File: config.mk
export PLATFORM = sky130hd
export DESIGN_NAME = seg_scan_ctrl_flat
export DESIGN_NICKNAME = d
export VERILOG_FILES = /design/src/rtl/seg_scan_if.sv /design/src/rtl/seg_scan_ctrl.sv /design/src/flat_wrapper.sv
export SDC_FILE = /design/constraint.sdc
export NUM_CORES = 1
export LEC_CHECK = 0
export CORE_MARGIN = 5
export CORE_UTILIZATION = 50
export CTS_CLUSTER_SIZE = 8
export DETAILED_ROUTE_END_ITERATION = 6
export PLACE_DENSITY = 0.73
export SLEW_MARGIN = 0
export SYNTH_ARGS = -nofsm -noshare
export SYNTH_HDL_FRONTEND = slang
export SYNTH_SLANG_ARGS = --single-unit
File: constraint.sdc
create_clock -name clk -period 2.3 [get_ports clk]
set_input_delay 0.46 -clock clk [delete_from_list [all_inputs] [get_ports clk]]
set_output_delay 0.46 -clock clk [all_outputs]
set_load 0.05 [all_outputs]
File: src/rtl/seg_scan_if.sv
// Bundle of the display-side signals of the segment scan controller.
// The master side is the datapath that supplies values. The slave side is the scan controller.
interface seg_scan_if #(
    parameter int NUM_DIGITS = 4
);
    logic                      enable;
    logic                      load;
    logic [4*NUM_DIGITS-1:0]   value;
    logic [NUM_DIGITS-1:0]     dp_in;
    logic [3:0]                bcd_out;
    logic [NUM_DIGITS-1:0]     digit_en;
    logic                      dp_out;
    logic                      frame_done;
    logic                      load_ack;

    modport master (
        output enable, load, value, dp_in,
        input  bcd_out, digit_en, dp_out, frame_done, load_ack
    );

    modport slave (
        input  enable, load, value, dp_in,
        output bcd_out, digit_en, dp_out, frame_done, load_ack
    );
endinterface

File: src/rtl/seg_scan_ctrl.sv
// Time-multiplexed scan controller for an N-digit 7-segment display.
// One shared BCD decoder is fed one digit at a time.
// New values are taken only at frame boundaries, so a frame never shows a mix of old and new digits.
//
// state | meaning
// ------+------------------------------------------------------------
// IDLE  | display off, all outputs blank, waiting for enable
// SHOW  | current digit driven for TICK_DIV cycles
// GUARD | all digits off for GUARD_CYC cycles between digits (anti-ghosting)
module seg_scan_ctrl #(
    parameter int NUM_DIGITS = 4,
    parameter int TICK_DIV   = 50000,
    parameter int GUARD_CYC  = 1,
    parameter int LZ_BLANK   = 1
) (
    input  logic        clk,
    input  logic        rst,
    seg_scan_if.slave   bus
);

    localparam int VAL_W = 4 * NUM_DIGITS;
    localparam int CNT_W = $clog2(TICK_DIV + GUARD_CYC + 1);
    localparam int IDX_W = $clog2(NUM_DIGITS);

    localparam logic [CNT_W-1:0] SHOW_LAST  = CNT_W'(TICK_DIV - 1);
    // The guard compare value is unreachable when GUARD_CYC is 0, but it must still be a legal constant.
    localparam logic [CNT_W-1:0] GUARD_LAST = (GUARD_CYC > 0) ? CNT_W'(GUARD_CYC - 1) : '0;
    localparam logic [IDX_W-1:0] IDX_LAST   = IDX_W'(NUM_DIGITS - 1);

    typedef enum logic [1:0] {
        IDLE  = 2'd0,
        SHOW  = 2'd1,
        GUARD = 2'd2
    } state_t;

    state_t              state_q, state_d;
    logic [CNT_W-1:0]    cnt_q, cnt_d;
    logic [IDX_W-1:0]    idx_q, idx_d, idx_next;
    logic                boundary;

    logic [VAL_W-1:0]      disp_val_q, disp_val_d;
    logic [NUM_DIGITS-1:0] disp_dp_q, disp_dp_d;
    logic [VAL_W-1:0]      pend_val_q, pend_val_d;
    logic [NUM_DIGITS-1:0] pend_dp_q, pend_dp_d;
    logic                  pend_q, pend_d;

    logic [NUM_DIGITS-1:0] lz_mask;
    logic                  digit_on;

    logic [NUM_DIGITS-1:0] digit_en_q, digit_en_d;
    logic [3:0]            bcd_q, bcd_d;
    logic                  dp_q, dp_d;
    logic                  frame_done_q;
    logic                  load_ack_q;

    assign idx_next = (idx_q == IDX_LAST) ? '0 : idx_q + 1'b1;

    // Scan sequencing: next state, dwell counter and digit index, plus frame-boundary detection.
    always_comb begin
        state_d  = state_q;
        cnt_d    = cnt_q;
        idx_d    = idx_q;
        boundary = 1'b0;
        if (!bus.enable) begin
            state_d = IDLE;
            cnt_d   = '0;
            idx_d   = '0;
        end else begin
            case (state_q)
                IDLE: begin
                    state_d  = SHOW;
                    cnt_d    = '0;
                    idx_d    = '0;
                    boundary = 1'b1;
                end
                SHOW: begin
                    if (cnt_q == SHOW_LAST) begin
                        cnt_d = '0;
                        if (GUARD_CYC > 0) begin
                            state_d = GUARD;
                        end else begin
                            idx_d    = idx_next;
                            boundary = (idx_q == IDX_LAST);
                        end
                    end else begin
                        cnt_d = cnt_q + 1'b1;
                    end
                end
                GUARD: begin
                    if (cnt_q == GUARD_LAST) begin
                        state_d  = SHOW;
                        cnt_d    = '0;
                        idx_d    = idx_next;
                        boundary = (idx_q == IDX_LAST);
                    end else begin
                        cnt_d = cnt_q + 1'b1;
                    end
                end
                default: begin
                    state_d = IDLE;
                    cnt_d   = '0;
                    idx_d   = '0;
                end
            endcase
        end
    end

    // Double buffering: a load always lands in the pending buffer, and the pending buffer moves to the display only at a boundary.
    // A load coinciding with a boundary is therefore queued for the following frame.
    always_comb begin
        disp_val_d = disp_val_q;
        disp_dp_d  = disp_dp_q;
        if (boundary && pend_q) begin
            disp_val_d = pend_val_q;
            disp_dp_d  = pend_dp_q;
        end
        pend_val_d = bus.load ? bus.value : pend_val_q;
        pend_dp_d  = bus.load ? bus.dp_in : pend_dp_q;
        pend_d     = bus.load | (pend_q & ~boundary);
    end

    // Leading-zero mask: digit k is blanked when it and every digit above it are zero.
    always_comb begin : lz_calc
        logic all_zero;
        lz_mask  = '0;
        all_zero = 1'b1;
        for (int k = NUM_DIGITS - 1; k > 0; k--) begin
            all_zero   = all_zero & (disp_val_d[4*k +: 4] == 4'h0);
            lz_mask[k] = (LZ_BLANK != 0) && all_zero;
        end
    end

    // Output decode from next-state values so registered outputs line up with the state they describe.
    always_comb begin
        digit_on   = (state_d == SHOW) && !lz_mask[idx_d];
        digit_en_d = '0;
        bcd_d      = 4'hF;
        dp_d       = 1'b0;
        if (digit_on) begin
            digit_en_d = NUM_DIGITS'(1) << idx_d;
            bcd_d      = disp_val_d[4*idx_d +: 4];
            dp_d       = disp_dp_d[idx_d];
        end
    end

    // State, buffers and registered outputs.
    always_ff @(posedge clk) begin
        if (rst) begin
            state_q      <= IDLE;
            cnt_q        <= '0;
            idx_q        <= '0;
            disp_val_q   <= '0;
            disp_dp_q    <= '0;
            pend_val_q   <= '0;
            pend_dp_q    <= '0;
            pend_q       <= 1'b0;
            digit_en_q   <= '0;
            bcd_q        <= 4'hF;
            dp_q         <= 1'b0;
            frame_done_q <= 1'b0;
            load_ack_q   <= 1'b0;
        end else begin
            state_q      <= state_d;
            cnt_q        <= cnt_d;
            idx_q        <= idx_d;
            disp_val_q   <= disp_val_d;
            disp_dp_q    <= disp_dp_d;
            pend_val_q   <= pend_val_d;
            pend_dp_q    <= pend_dp_d;
            pend_q       <= pend_d;
            digit_en_q   <= digit_en_d;
            bcd_q        <= bcd_d;
            dp_q         <= dp_d;
            frame_done_q <= boundary;
            load_ack_q   <= boundary & pend_q;
        end
    end

    assign bus.digit_en   = digit_en_q;
    assign bus.bcd_out    = bcd_q;
    assign bus.dp_out     = dp_q;
    assign bus.frame_done = frame_done_q;
    assign bus.load_ack   = load_ack_q;

endmodule
File: src/flat_wrapper.sv
// flat-port wrapper written by rule: the top's interface ports become plain ports
module seg_scan_ctrl_flat 
#(
    parameter int NUM_DIGITS = 4,
    parameter int TICK_DIV   = 50000,
    parameter int GUARD_CYC  = 1,
    parameter int LZ_BLANK   = 1
)
  (clk, rst, bus_enable, bus_load, bus_value, bus_dp_in, bus_bcd_out, bus_digit_en, bus_dp_out, bus_frame_done, bus_load_ack);
  seg_scan_if #(.NUM_DIGITS(NUM_DIGITS)) bus_i ();
  input  logic clk;
  input  logic rst;
  input wire logic [$bits(bus_i.enable)-1:0] bus_enable;
  input wire logic [$bits(bus_i.load)-1:0] bus_load;
  input wire logic [$bits(bus_i.value)-1:0] bus_value;
  input wire logic [$bits(bus_i.dp_in)-1:0] bus_dp_in;
  output wire logic [$bits(bus_i.bcd_out)-1:0] bus_bcd_out;
  output wire logic [$bits(bus_i.digit_en)-1:0] bus_digit_en;
  output wire logic [$bits(bus_i.dp_out)-1:0] bus_dp_out;
  output wire logic [$bits(bus_i.frame_done)-1:0] bus_frame_done;
  output wire logic [$bits(bus_i.load_ack)-1:0] bus_load_ack;
  assign bus_i.enable = bus_enable;
  assign bus_i.load = bus_load;
  assign bus_i.value = bus_value;
  assign bus_i.dp_in = bus_dp_in;
  assign bus_bcd_out = bus_i.bcd_out;
  assign bus_digit_en = bus_i.digit_en;
  assign bus_dp_out = bus_i.dp_out;
  assign bus_frame_done = bus_i.frame_done;
  assign bus_load_ack = bus_i.load_ack;
  seg_scan_ctrl #(.NUM_DIGITS(NUM_DIGITS), .TICK_DIV(TICK_DIV), .GUARD_CYC(GUARD_CYC), .LZ_BLANK(LZ_BLANK)) u_core (.clk(clk), .rst(rst), .bus(bus_i));
endmodule
==> metrics.md, run 1 <==
| Metric | Value |
|---|---|
| H-tree depth | `3` |
| Starting Density | `0.5133` |
| Width of the die | `87.97 um` |
| Leading area contributor after synthesis | `dfxtp_1` |
| Final Cycle Share | `1.001` |
| Routed wire length | `roughly 6300 um` |
| Yosys reg bits | `72` |
| Reg2reg start | `u_core.cnt_q[0]` |
| Final Skew | `0.008364 ns` |
| Share of layout cells above drive strength 1 | `0.1947` |
| Fin nets | `roughly 400` |
| Top cells by area, synth | `dfxtp_1, mux2i_1, nor2_1` |
| Crit path cell chain | `inv_2, ha_4, nor4b_4, nand4_2, or4_4, a31oi_4, buf_6, mux2_2, o22ai_1` |
| Initial antenna violation count | `0` |
| GPL Wtd Cong | `0.8413` |
| Die Area | `7738 um2` |
| CP max stage cell | `or4_4` |
| Critical path class | `reg2reg` |
| Setup slack after layout | `-0.001224 ns` |
| Vias in the first global route | `between 2k and 2.5k` |
| DRC | `0` |
| Post-Syn Area per Cell | `between 9 and 10 um2` |
| Cts bufs inserted | `9` |
| Post-synth top flop | `dfxtp_1` |
| CTS tree | `yes` |
| Max Slew Vio Count | `0` |
| CORE AREA | `5921 um2` |
| CTS Sinks | `72` |
| Vias | `2338` |
| Synthesis-to-finish area growth | `30.59%` |
| Fin util | `0.6703` |
| Synth top area share | `0.4743` |
| # diodes | `0` |
| DR vias/cell | `5.138` |
| Async set-reset flop share out of synthesis | `0` |
| Worst-margin pin slew | `0.5076 ns` |
| Post-synth EDFFs | `0` |
| DR WL/cell | `13.74 um` |
| Grt ovf | `0` |
| Most frequent cells in the layout | `dfxtp_1, nor2_1, mux2i_1` |
| CP Capture Type | `flip-flop` |
| Drt pass-1 iters | `4` |
| Num ports | `35` |
| Max frequency | `434.6 MHz` |
| Post-route ant nets | `0` |
| Commonest non-fill, non-tap cell in the layout | `dfxtp_1` |
| 1st-iter DRT viols | `109` |
| Final setup vio count | `1` |
| Post-synth design cell area | `3039 um2` |
| Fin area | `roughly 4000 um2` |
| Pwr Density | `685.9 nW/um2` |
| Static Leak | `1.559 nW` |
| Yosys warns | `0` |
| Max Buffers Root-to-Sink | `2` |
| CP required | `2.56 ns` |
| # port buffers | `34` |
| Clock Root Buffer | `clkbuf_8` |
| Post-DP HPWL | `4451 um` |
| Dpl cell area | `3660 um2` |
| Pre-CTS WS | `-0.1399 ns` |
| Worst Hold Class | `reg2reg` |
| Synth unique cells | `44` |
| Critical path data arrival time | `~2.6 ns` |
| Max VDD drop | `around 0.48 mV` |
| Post-synth net total | `between 300 and 400` |
| Crit path buf inv count | `2` |
| CP max stage delay | `0.47 ns` |
| Hold Crit Start | `u_core.disp_dp_q[3]` |
| Total GRT Usage | `0.1672` |
| Max-Cap Viols | `0` |
| Post-synthesis cell count | `307` |
| Clock latency on the worst-skew pair | `0.34 ns` |
| Floorplan row count | `28` |
| First-pass GRT wire length | `10090 um` |
| Failing checks | `setup timing` |
| Status | `finished, violations left` |
| Final hold vios | `0` |
| Sequential fraction of the synthesis area | `0.4743` |
| Slew HR | `0.6606` |
| Beginning of the critical path | `u_core.cnt_q[0]` |
| Crit-path leading delay family | `simple AND/OR/NAND/NOR gates` |
| Die height | `87.97 um` |
| CP Launch Type | `flip-flop` |
| CP max FO | `5` |
| Largest net degree at the start of global routing | `46` |
| Reg clk slew, reported paths | `0.08 ns` |
| Fin crit period | `2.301 ns` |
| RSZ-0062 raised after global routing | `yes` |
| Hold Slack | `0.4904 ns` |
flip-flops by register name, indices dropped and copies added, names as in the netlist, 2 cells and up:
name,count
u_core.cnt_q,16
u_core.bus.digit_en,4
u_core.pend_dp_q,4
u_core.disp_dp_q,4
u_core.pend_val_q,16
u_core.bus.bcd_out,4
u_core.idx_q,2
u_core.disp_val_q,16
u_core.state_q,2
synth_stat cells (2+ instances only):
library cell  instances
a21o_1                2
a21oi_1               2
and2_1                2
and3_1                4
and4_1                2
buf_1                 4
clkbuf_1              5
dfxtp_1              72
ha_1                  7
inv_1                 8
mux2_2                4
mux2i_1              50
nand2_1              13
nand3_1               7
nand4_1               5
nor2_1               69
nor2b_1               2
nor4_1                6
o21ai_0               3
o22a_1                4
or3_1                 2
xnor2_1               7
xor2_1                6
worst reg2reg max path, cell delays in order (launching register included):
cell,delay (ns)
dfxtp_2,0.33
inv_2,0.06
ha_4,0.12
nor4b_4,0.20
nand4_2,0.19
or4_4,0.47
a31oi_4,0.26
buf_6,0.15
mux2_2,0.32
o22ai_1,0.14
cells by family after synthesis:
group           synth area share
fa+ha+maj                0.02882
xor+xnor                 0.03746
flops                     0.4743
mux                       0.1795
simple gates              0.1898
buf+inv                  0.03005
compound gates           0.06011
power breakdown:
| part | leakage [nW] | internal [mW] | switching, mW |
|---|---|---|---|
| logic | 0.852 | 0.116 | 0.114 |
| clock network | 0.119 | 0.722 | 0.467 |
| registers | 0.588 | 1.28 | 0.0224 |
per-layer routing:
metal | vias to the layer above | share of wire | GRT usage
met5 | - | 0 | 0
met1 | 1102 | 0.47 | 0.2081
met2 | 39 | 0.48 | 0.2836
li1 | 1190 | - | -
met4 | 0 | 0.012 | 0.06695
met3 | 7 | 0.042 | 0.03293
per-stage QoR:
step	cells	TNS, ns	total power, mW
after floorplan	307	0	1.463
after global placement	437	-0.5880	1.552
after detailed placement	437	-0.9749	1.557
after CTS	454	0	2.743
after global routing	455	-0.4918	2.819
final	455	-0.001224	2.722
final cells by class:
class	instances	area, um2
well taps	75	93.84
repair buffers	69	618.1
fillers	483	1952
multi-input cells	215	1539
inverters	8	30.03
clock buffers	9	123.9
clock inverters	7	120.1
flip-flops and latches	72	1444
worst paths after layout:
kind	end	slack, ns	depth (start not counted)
setup / recovery	u_core.bus.dp_out	-0.001	9
hold / removal	u_core.disp_dp_q[3]	0.49	2
setup reg to reg	u_core.bus.dp_out	-0.001	9
hold reg to reg	u_core.disp_dp_q[3]	0.49	2
repair_timing:
item,in CTS,in global routing
hold buffers,0,0
pin swaps,2,2
buffers inserted,1,1
gates resized for setup,2,13
setup endpoints to repair,8,9
endpoints found under the hold margin,0,0
gates cloned,0,0
Note: power is estimated with default switching activity, not from simulation.
==> inputs of run 2 (changes only) <==
- CORE_MARGIN: 5 -> not set
==> metrics.md, run 2 (synthesis results as in run 1) <==
| Metric | Value |
|---|---|
| Grt peak-use layer | `met2` |
| GR Util met1 | `0.2564 (+0.04822)` |
| Met3 Use GR | `0.04000 (+0.007074)` |
| Critical path class | `reg2reg` |
| Final TNS setup | `-0.07375 ns (-0.07253 ns)` |
| Max frequency | `421.3 MHz (-3.0%)` |
| Crit path cell chain | `inv_2, ha_4, nor4b_4, nand4_4, or4_4, a31oi_4, buf_12, mux2_2, o22ai_1` |
| Sequential share of power | `0.478 (about the same)` |
| Synthesis-to-finish area growth | `31.33%` |
| CP max FO | `7 (+2)` |
| Clk network pwr share | `0.438 (about the same)` |
| Total Power | `2.726 mW (+0.16%)` |
| Critical path data arrival time | `2.63 ns (+0.07 ns)` |
| Share of layout cells above drive strength 1 | `0.1825 (-0.01220)` |
| CORE AREA | `5886 um2 (-0.59%)` |
| Die height | `79.97 um (-9.1%)` |
| Routed wire length | `6094 um (-2.5%)` |
| Starting Density | `0.5164 (+0.003055)` |
| Worst Hold Class | `reg2reg` |
| H-tree depth | `3 (unchanged)` |
| CTS tree | `yes` |
| Vias in the first global route | `2161 (-4.8%)` |
| First-pass GRT wire length | `9694 um (-4.0%)` |
| Floorplan row count | `28 (unchanged)` |
| Final setup vio count | `2 (+1)` |
| Fin nets | `404 (-0.49%)` |
| Width of the die | `79.97 um (-9.1%)` |
| Setup slack after layout | `-0.07350 ns (-0.07228 ns)` |
| Crit-path leading delay family | `simple AND/OR/NAND/NOR gates` |
| CP Launch Type | `flip-flop` |
| Post-route ant nets | `0 (unchanged)` |
| Max VDD drop | `0.4088 mV (-14%)` |
| Reg clk slew, reported paths | `0.07 ns (about the same)` |
| Most frequent cells in the layout | `dfxtp_1, nor2_1, mux2i_1` |
| Crit path buf inv count | `2 (unchanged)` |
| Fin util | `0.6781 (+0.007816)` |
| Switching power | `0.6100 mW (+1.2%)` |
| Pwr Density | `683.1 nW/um2 (-0.41%)` |
| Static Leak | `1.559 nW (about the same)` |
| DR WL/cell | `13.45 um (-2.1%)` |
| Final Cycle Share | `1.032 (+0.03142)` |
| # port buffers | `34 (unchanged)` |
| Post-DP HPWL | `4236 um (-4.8%)` |
| Commonest non-fill, non-tap cell in the layout | `dfxtp_1` |
| GPL Wtd Cong | `0.8210 (-2.4%)` |
| Internal reg-to-reg setup slack | `-0.07 ns (-0.07 ns)` |
| DRC | `0 (unchanged)` |
| CP required | `2.56 ns (about the same)` |
| Slew HR | `0.6422 (-0.01836)` |
| Fin crit period | `2.374 ns (+0.07228 ns)` |
| Max-Cap Viols | `0 (unchanged)` |
| CP max stage cell | `or4_4` |
| Drt pass-1 iters | `4 (unchanged)` |
| Max Buffers Root-to-Sink | `2 (unchanged)` |
| DR vias/cell | `5.091 (-0.93%)` |
| Final hold vios | `0 (unchanged)` |
| CP max stage delay | `0.46 ns (about the same)` |
| # diodes | `0 (unchanged)` |
| Cts bufs inserted | `9 (unchanged)` |
| Met2 usage | `0.3205 (+0.03695)` |
| Largest net degree at the start of global routing | `46 (unchanged)` |
| CTS Sinks | `72 (unchanged)` |
| Final Skew | `0.01327 ns (+0.004901 ns)` |
| Vias | `2306 (-1.4%)` |
| 1st-iter DRT viols | `148 (+36%)` |
| CTS hold repair buffers | `0 (unchanged)` |
| Grt ovf | `0 (unchanged)` |
| P_int | `2.116 mW (-0.14%)` |
| Regs by FF count | `u_core.cnt_q: 16 flops, u_core.disp_val_q: 16 flops, u_core.pend_val_q: 16 flops` |
| Max Slew Vio Count | `0 (unchanged)` |
| Die Area | `6394 um2 (-17%)` |
| Failing checks | `setup timing` |
| Filler cell count | `453 (-6.2%)` |
| Clock Root Buffer | `clkbuf_8` |
| Sw frac | `0.2237 (+0.002295)` |
| Clock latency on the worst-skew pair | `0.35 ns (about the same)` |
| Status | `finished, violations left` |
| Initial antenna violation count | `0 (unchanged)` |
| Worst-margin pin slew | `0.5318 ns (+0.02423 ns)` |
| Num ports | `35 (unchanged)` |
| Total GRT Usage | `0.2009 (+0.03373)` |
| RSZ-0062 raised after global routing | `yes` |
| Combinational Power Share | `0.083 (about the same)` |
| CP Capture Type | `flip-flop` |
[run 2: worst paths after layout]
path                                     startpoint                  end  depth (start not counted)
worst min register to register  u_core.disp_dp_q[0]  u_core.disp_dp_q[0]                          2
worst max-delay path                u_core.cnt_q[0]    u_core.bus.dp_out                          9
worst min-delay path            u_core.disp_dp_q[0]  u_core.disp_dp_q[0]                          2
worst max register to register      u_core.cnt_q[0]    u_core.bus.dp_out                          9
[run 2: worst min-delay path, stage by stage (launching register included)]
cell     delay [ns]
dfxtp_1        0.31
mux2i_1        0.08
nor2_1         0.08
[run 2: per-stage QoR]
step | setup slack [ns] | instances | cell area (um2) | hold slack, ns
6_report | -0.07350 | 453 | 3991 | 0.5007
5_1_grt | -0.1517 | 453 | 3991 | 0.5239
4_1_cts | -0.006961 | 450 | 3909 | 0.4980
3_5_place_dp | -0.1644 | 432 | 3635 | 0.4774
3_3_place_gp | -0.1253 | 432 | 3635 | 0.4665
2_1_floorplan | 0.04189 | 307 | 3039 | 0.4256
[run 2: timing repair]
action	CTS	global route
pin swaps	3	3
buffers inserted	2	3
setup endpoints to repair	9	7
gates resized for setup	3	9
[run 2: cell type report]
class / count / area (um2) / share of cell area
timing repair buffer: 67 / 616.8 / 0.1545
multi-input combinational: 215 / 1564 / 0.3918
inverter: 8 / 30.03 / 0.007524
sequential: 72 / 1443 / 0.3614
clock buffer: 9 / 123.9 / 0.03103
tap: 75 / 93.84 / 0.02351
clock inverter: 7 / 120.1 / 0.03009
[run 2: power groups by stage]
stage | combinational, mW | clock, mW | sequential (mW)
floorplan | 0.113 | 0 | 1.35
global placement | 0.217 | 0 | 1.33
detailed placement | 0.221 | 0 | 1.33
CTS | 0.223 | 1.21 | 1.30
global route | 0.245 | 1.27 | 1.31
finish | 0.227 | 1.19 | 1.30
[run 2: layer usage]
layer	vias to the layer above	wire length, um
met5	-	0
met1	1070	2907
met2	36	2854
met4	0	133
li1	1189	-
met3	11	198
==> inputs of run 3 (changes only) <==
- CORE_MARGIN: not set -> 2
==> metrics.md, run 3 (synthesis results as in run 1) <==
| Metric | Value |
|---|---|
| Status | `finished, violations left` |
| Failing checks | `setup timing` |
| Pwr Density | `651.1 nW/um2 (-4.7%)` |
| Static Leak | `1.611 nW (+3.3%)` |
| Internal reg-to-reg setup slack | `-0.07 ns (about the same)` |
| CTS hold repair buffers | `0 (unchanged)` |
| CP max stage cell | `dfxtp_2` |
| CTS Sinks | `72 (unchanged)` |
| Fin crit period | `2.372 ns (-0.001220 ns)` |
| Filler cell count | `438 (-3.3%)` |
| Post-route ant nets | `0 (unchanged)` |
| Drt pass-1 iters | `6 (+2)` |
| Crit path buf inv count | `5 (+3)` |
| Sequential share of power | `0.490 (+0.012)` |
| CP max stage delay | `0.33 ns (-0.13 ns)` |
| Sw frac | `0.2396 (+0.01591)` |
| Switching power | `0.6389 mW (+4.8%)` |
| Hold Slack | `0.4965 ns (-0.004197 ns)` |
| Synthesis-to-finish area growth | `34.75%` |
| Cts bufs inserted | `9 (unchanged)` |
| P_int | `2.027 mW (-4.2%)` |
| Final hold vios | `0 (unchanged)` |
| Vias in the first global route | `2319 (+7.3%)` |
| First-pass GRT wire length | `10680 um (+10%)` |
| GPL Wtd Cong | `0.7813 (-4.8%)` |
| Crit-path leading delay family | `buffers and inverters` |
| CP max FO | `7 (unchanged)` |
| Clock latency on the worst-skew pair | `0.35 ns (about the same)` |
| Floorplan row count | `28 (unchanged)` |
| Grt ovf | `0 (unchanged)` |
| Clk network pwr share | `0.420 (-0.018)` |
| Worst R2R End | `u_core.bus.digit_en[1]` |
| H-tree depth | `3 (unchanged)` |
| Vias | `2390 (+3.6%)` |
| 1st-iter DRT viols | `147 (-0.68%)` |
| Reg clk slew, reported paths | `0.08 ns (about the same)` |
| Regs by FF count | `u_core.cnt_q: 16 flops, u_core.disp_val_q: 16 flops, u_core.pend_val_q: 16 flops` |
| Beginning of the critical path | `u_core.cnt_q[0]` |
| Num ports | `35 (unchanged)` |
| CTS tree | `yes` |
| Starting Density | `0.5164 (unchanged)` |
| Final Cycle Share | `1.031 (about the same)` |
| Fin nets | `414 (+2.5%)` |
| Final setup vio count | `6 (+4)` |
| Slew HR | `0.6626 (+0.02045)` |
| Cell depth of the worst flop-to-flop path | `13 (+4)` |
| Crit path to | `u_core.bus.digit_en[1]` |
| Max Buffers Root-to-Sink | `2 (unchanged)` |
| Combinational Power Share | `0.090 (+0.007)` |
| Fin area | `4095 um2 (+2.6%)` |
| Die height | `81.97 um (+2.5%)` |
| Dpl cell area | `3680 um2 (+1.2%)` |
| Die Area | `6718 um2 (+5.1%)` |
| Total GRT Usage | `0.2096 (+0.008630)` |
| Total Power | `2.666 mW (-2.2%)` |
| Share of layout cells above drive strength 1 | `0.2191 (+0.03653)` |
| Clock Root Buffer | `clkbuf_8` |
| Most frequent cells in the layout | `dfxtp_1, nor2_1, mux2i_1` |
| Setup slack after layout | `-0.07228 ns (+0.001220 ns)` |
| DR WL/cell | `14.14 um (+5.1%)` |
| Width of the die | `81.97 um (+2.5%)` |
| Max VDD drop | `0.4538 mV (+11%)` |
| Top cell by count, worst path | `buf_4` |
| Max Slew Vio Count | `0 (unchanged)` |
| Worst Hold Class | `reg2reg` |
| Max-Cap Viols | `0 (unchanged)` |
| # port buffers | `34 (unchanged)` |
| Worst-margin pin slew | `0.5045 ns (-0.02736 ns)` |
| Critical path class | `reg2reg` |
| Crit path depth | `13 (+4)` |
| Max frequency | `421.5 MHz (about the same)` |
| Final Skew | `0.01361 ns (+0.0003455 ns)` |
| # diodes | `0 (unchanged)` |
| CP required | `2.54 ns (-0.02 ns)` |
| Crit path cell chain | `inv_2, ha_4, nor4b_4, nand4_2, buf_4, o21ai_4, buf_4, buf_4, mux2i_2, a21oi_4, o21ai_4, buf_6, nor2_4` |
| CP Capture Type | `flip-flop` |
| DR vias/cell | `5.162 (+1.4%)` |
| Post-DP HPWL | `4281 um (+1.1%)` |
| CORE AREA | `5886 um2 (unchanged)` |
| Routed wire length | `6545 um (+7.4%)` |
| CP Launch Type | `flip-flop` |
| Commonest non-fill, non-tap cell in the layout | `dfxtp_1` |
| Initial antenna violation count | `0 (unchanged)` |
| Largest net degree at the start of global routing | `46 (unchanged)` |
| Reg2reg start | `u_core.cnt_q[0]` |
| RSZ-0062 raised after global routing | `yes` |
| Critical path data arrival time | `2.61 ns (-0.02 ns)` |
| DRC | `0 (unchanged)` |
## run 3: layout make-up
type | count | area (um2) | area share
clock buffers | 9 | 123.9 | 0.03025
clock inverters | 7 | 102.6 | 0.02505
inverters | 8 | 30.03 | 0.007333
multi-input cells | 215 | 1590 | 0.3883
flip-flops and latches | 72 | 1444 | 0.3526
well taps | 75 | 93.84 | 0.02291
repair buffers | 77 | 710.7 | 0.1735
## run 3: power by group through the flow
stage	Sequential (mW)	Clock, mW	Combinational (mW)
after floorplan	1.35	0	0.113
after global placement	1.33	0	0.224
after detailed placement	1.33	0	0.227
after CTS	1.30	1.14	0.234
after global routing	1.31	1.20	0.261
final	1.31	1.12	0.241
## run 3: how the worst min path moves through the flow
stage / start / to / slack (ns) / cells past startpoint
3_3_place_gp: u_core.disp_dp_q[0] / u_core.disp_dp_q[0] / 0.46 / 2
5_1_grt: u_core.pend_dp_q[1] / u_core.pend_dp_q[1] / 0.53 / 2
4_1_cts: u_core.disp_dp_q[2] / u_core.disp_dp_q[2] / 0.50 / 2
6_report: u_core.disp_dp_q[2] / u_core.disp_dp_q[2] / 0.50 / 2
2_1_floorplan: u_core.cnt_q[0] / u_core.cnt_q[0] / 0.43 / 1
3_5_place_dp: u_core.disp_dp_q[2] / u_core.disp_dp_q[2] / 0.48 / 2
## run 3: worst reg2reg max path: cells and delay by family, from the launching register on
| kind | cells | cell delay [ns] |
|---|---|---|
| AO/OA/AOI/OAI | 3 | 0.52 |
| adder cells (fa/ha/maj) | 1 | 0.13 |
| buffers and inverters | 5 | 0.65 |
| flip-flops | 1 | 0.33 |
| multiplexers | 1 | 0.26 |
| AND/OR/NAND/NOR | 3 | 0.37 |
## run 3: through the flow
step | TNS (ns) | setup WS (ns) | cells | utilization
finish | -0.2275 | -0.07228 | 463 | 0.6958
global route | -1.312 | -0.2181 | 463 | 0.6958
CTS | -0.2544 | -0.06467 | 461 | 0.6879
detailed placement | -1.102 | -0.1848 | 438 | 0.6252
global placement | -0.6612 | -0.1381 | 438 | 0.6252
floorplan | 0 | 0.04189 | 307 | -
## run 3: repair_timing
item	in CTS	in global routing
setup endpoints to repair	9	9
gates cloned	1	0
resized for setup	18	7
buffers inserted	6	2
hold endpoints to repair	0	0
pin swaps	10	10
## run 3: per-layer routing
metal / routed length [um] / global-route usage / share of wire / vias to the layer above
met5: 0 / 0 / 0 / -
li1: - / - / - / 1215
met3: 274 / 0.06484 / 0.042 / 8
met2: 3242 / 0.3569 / 0.50 / 50
met1: 2970 / 0.2531 / 0.45 / 1117
met4: 57 / 0.06333 / 0.0087 / 0
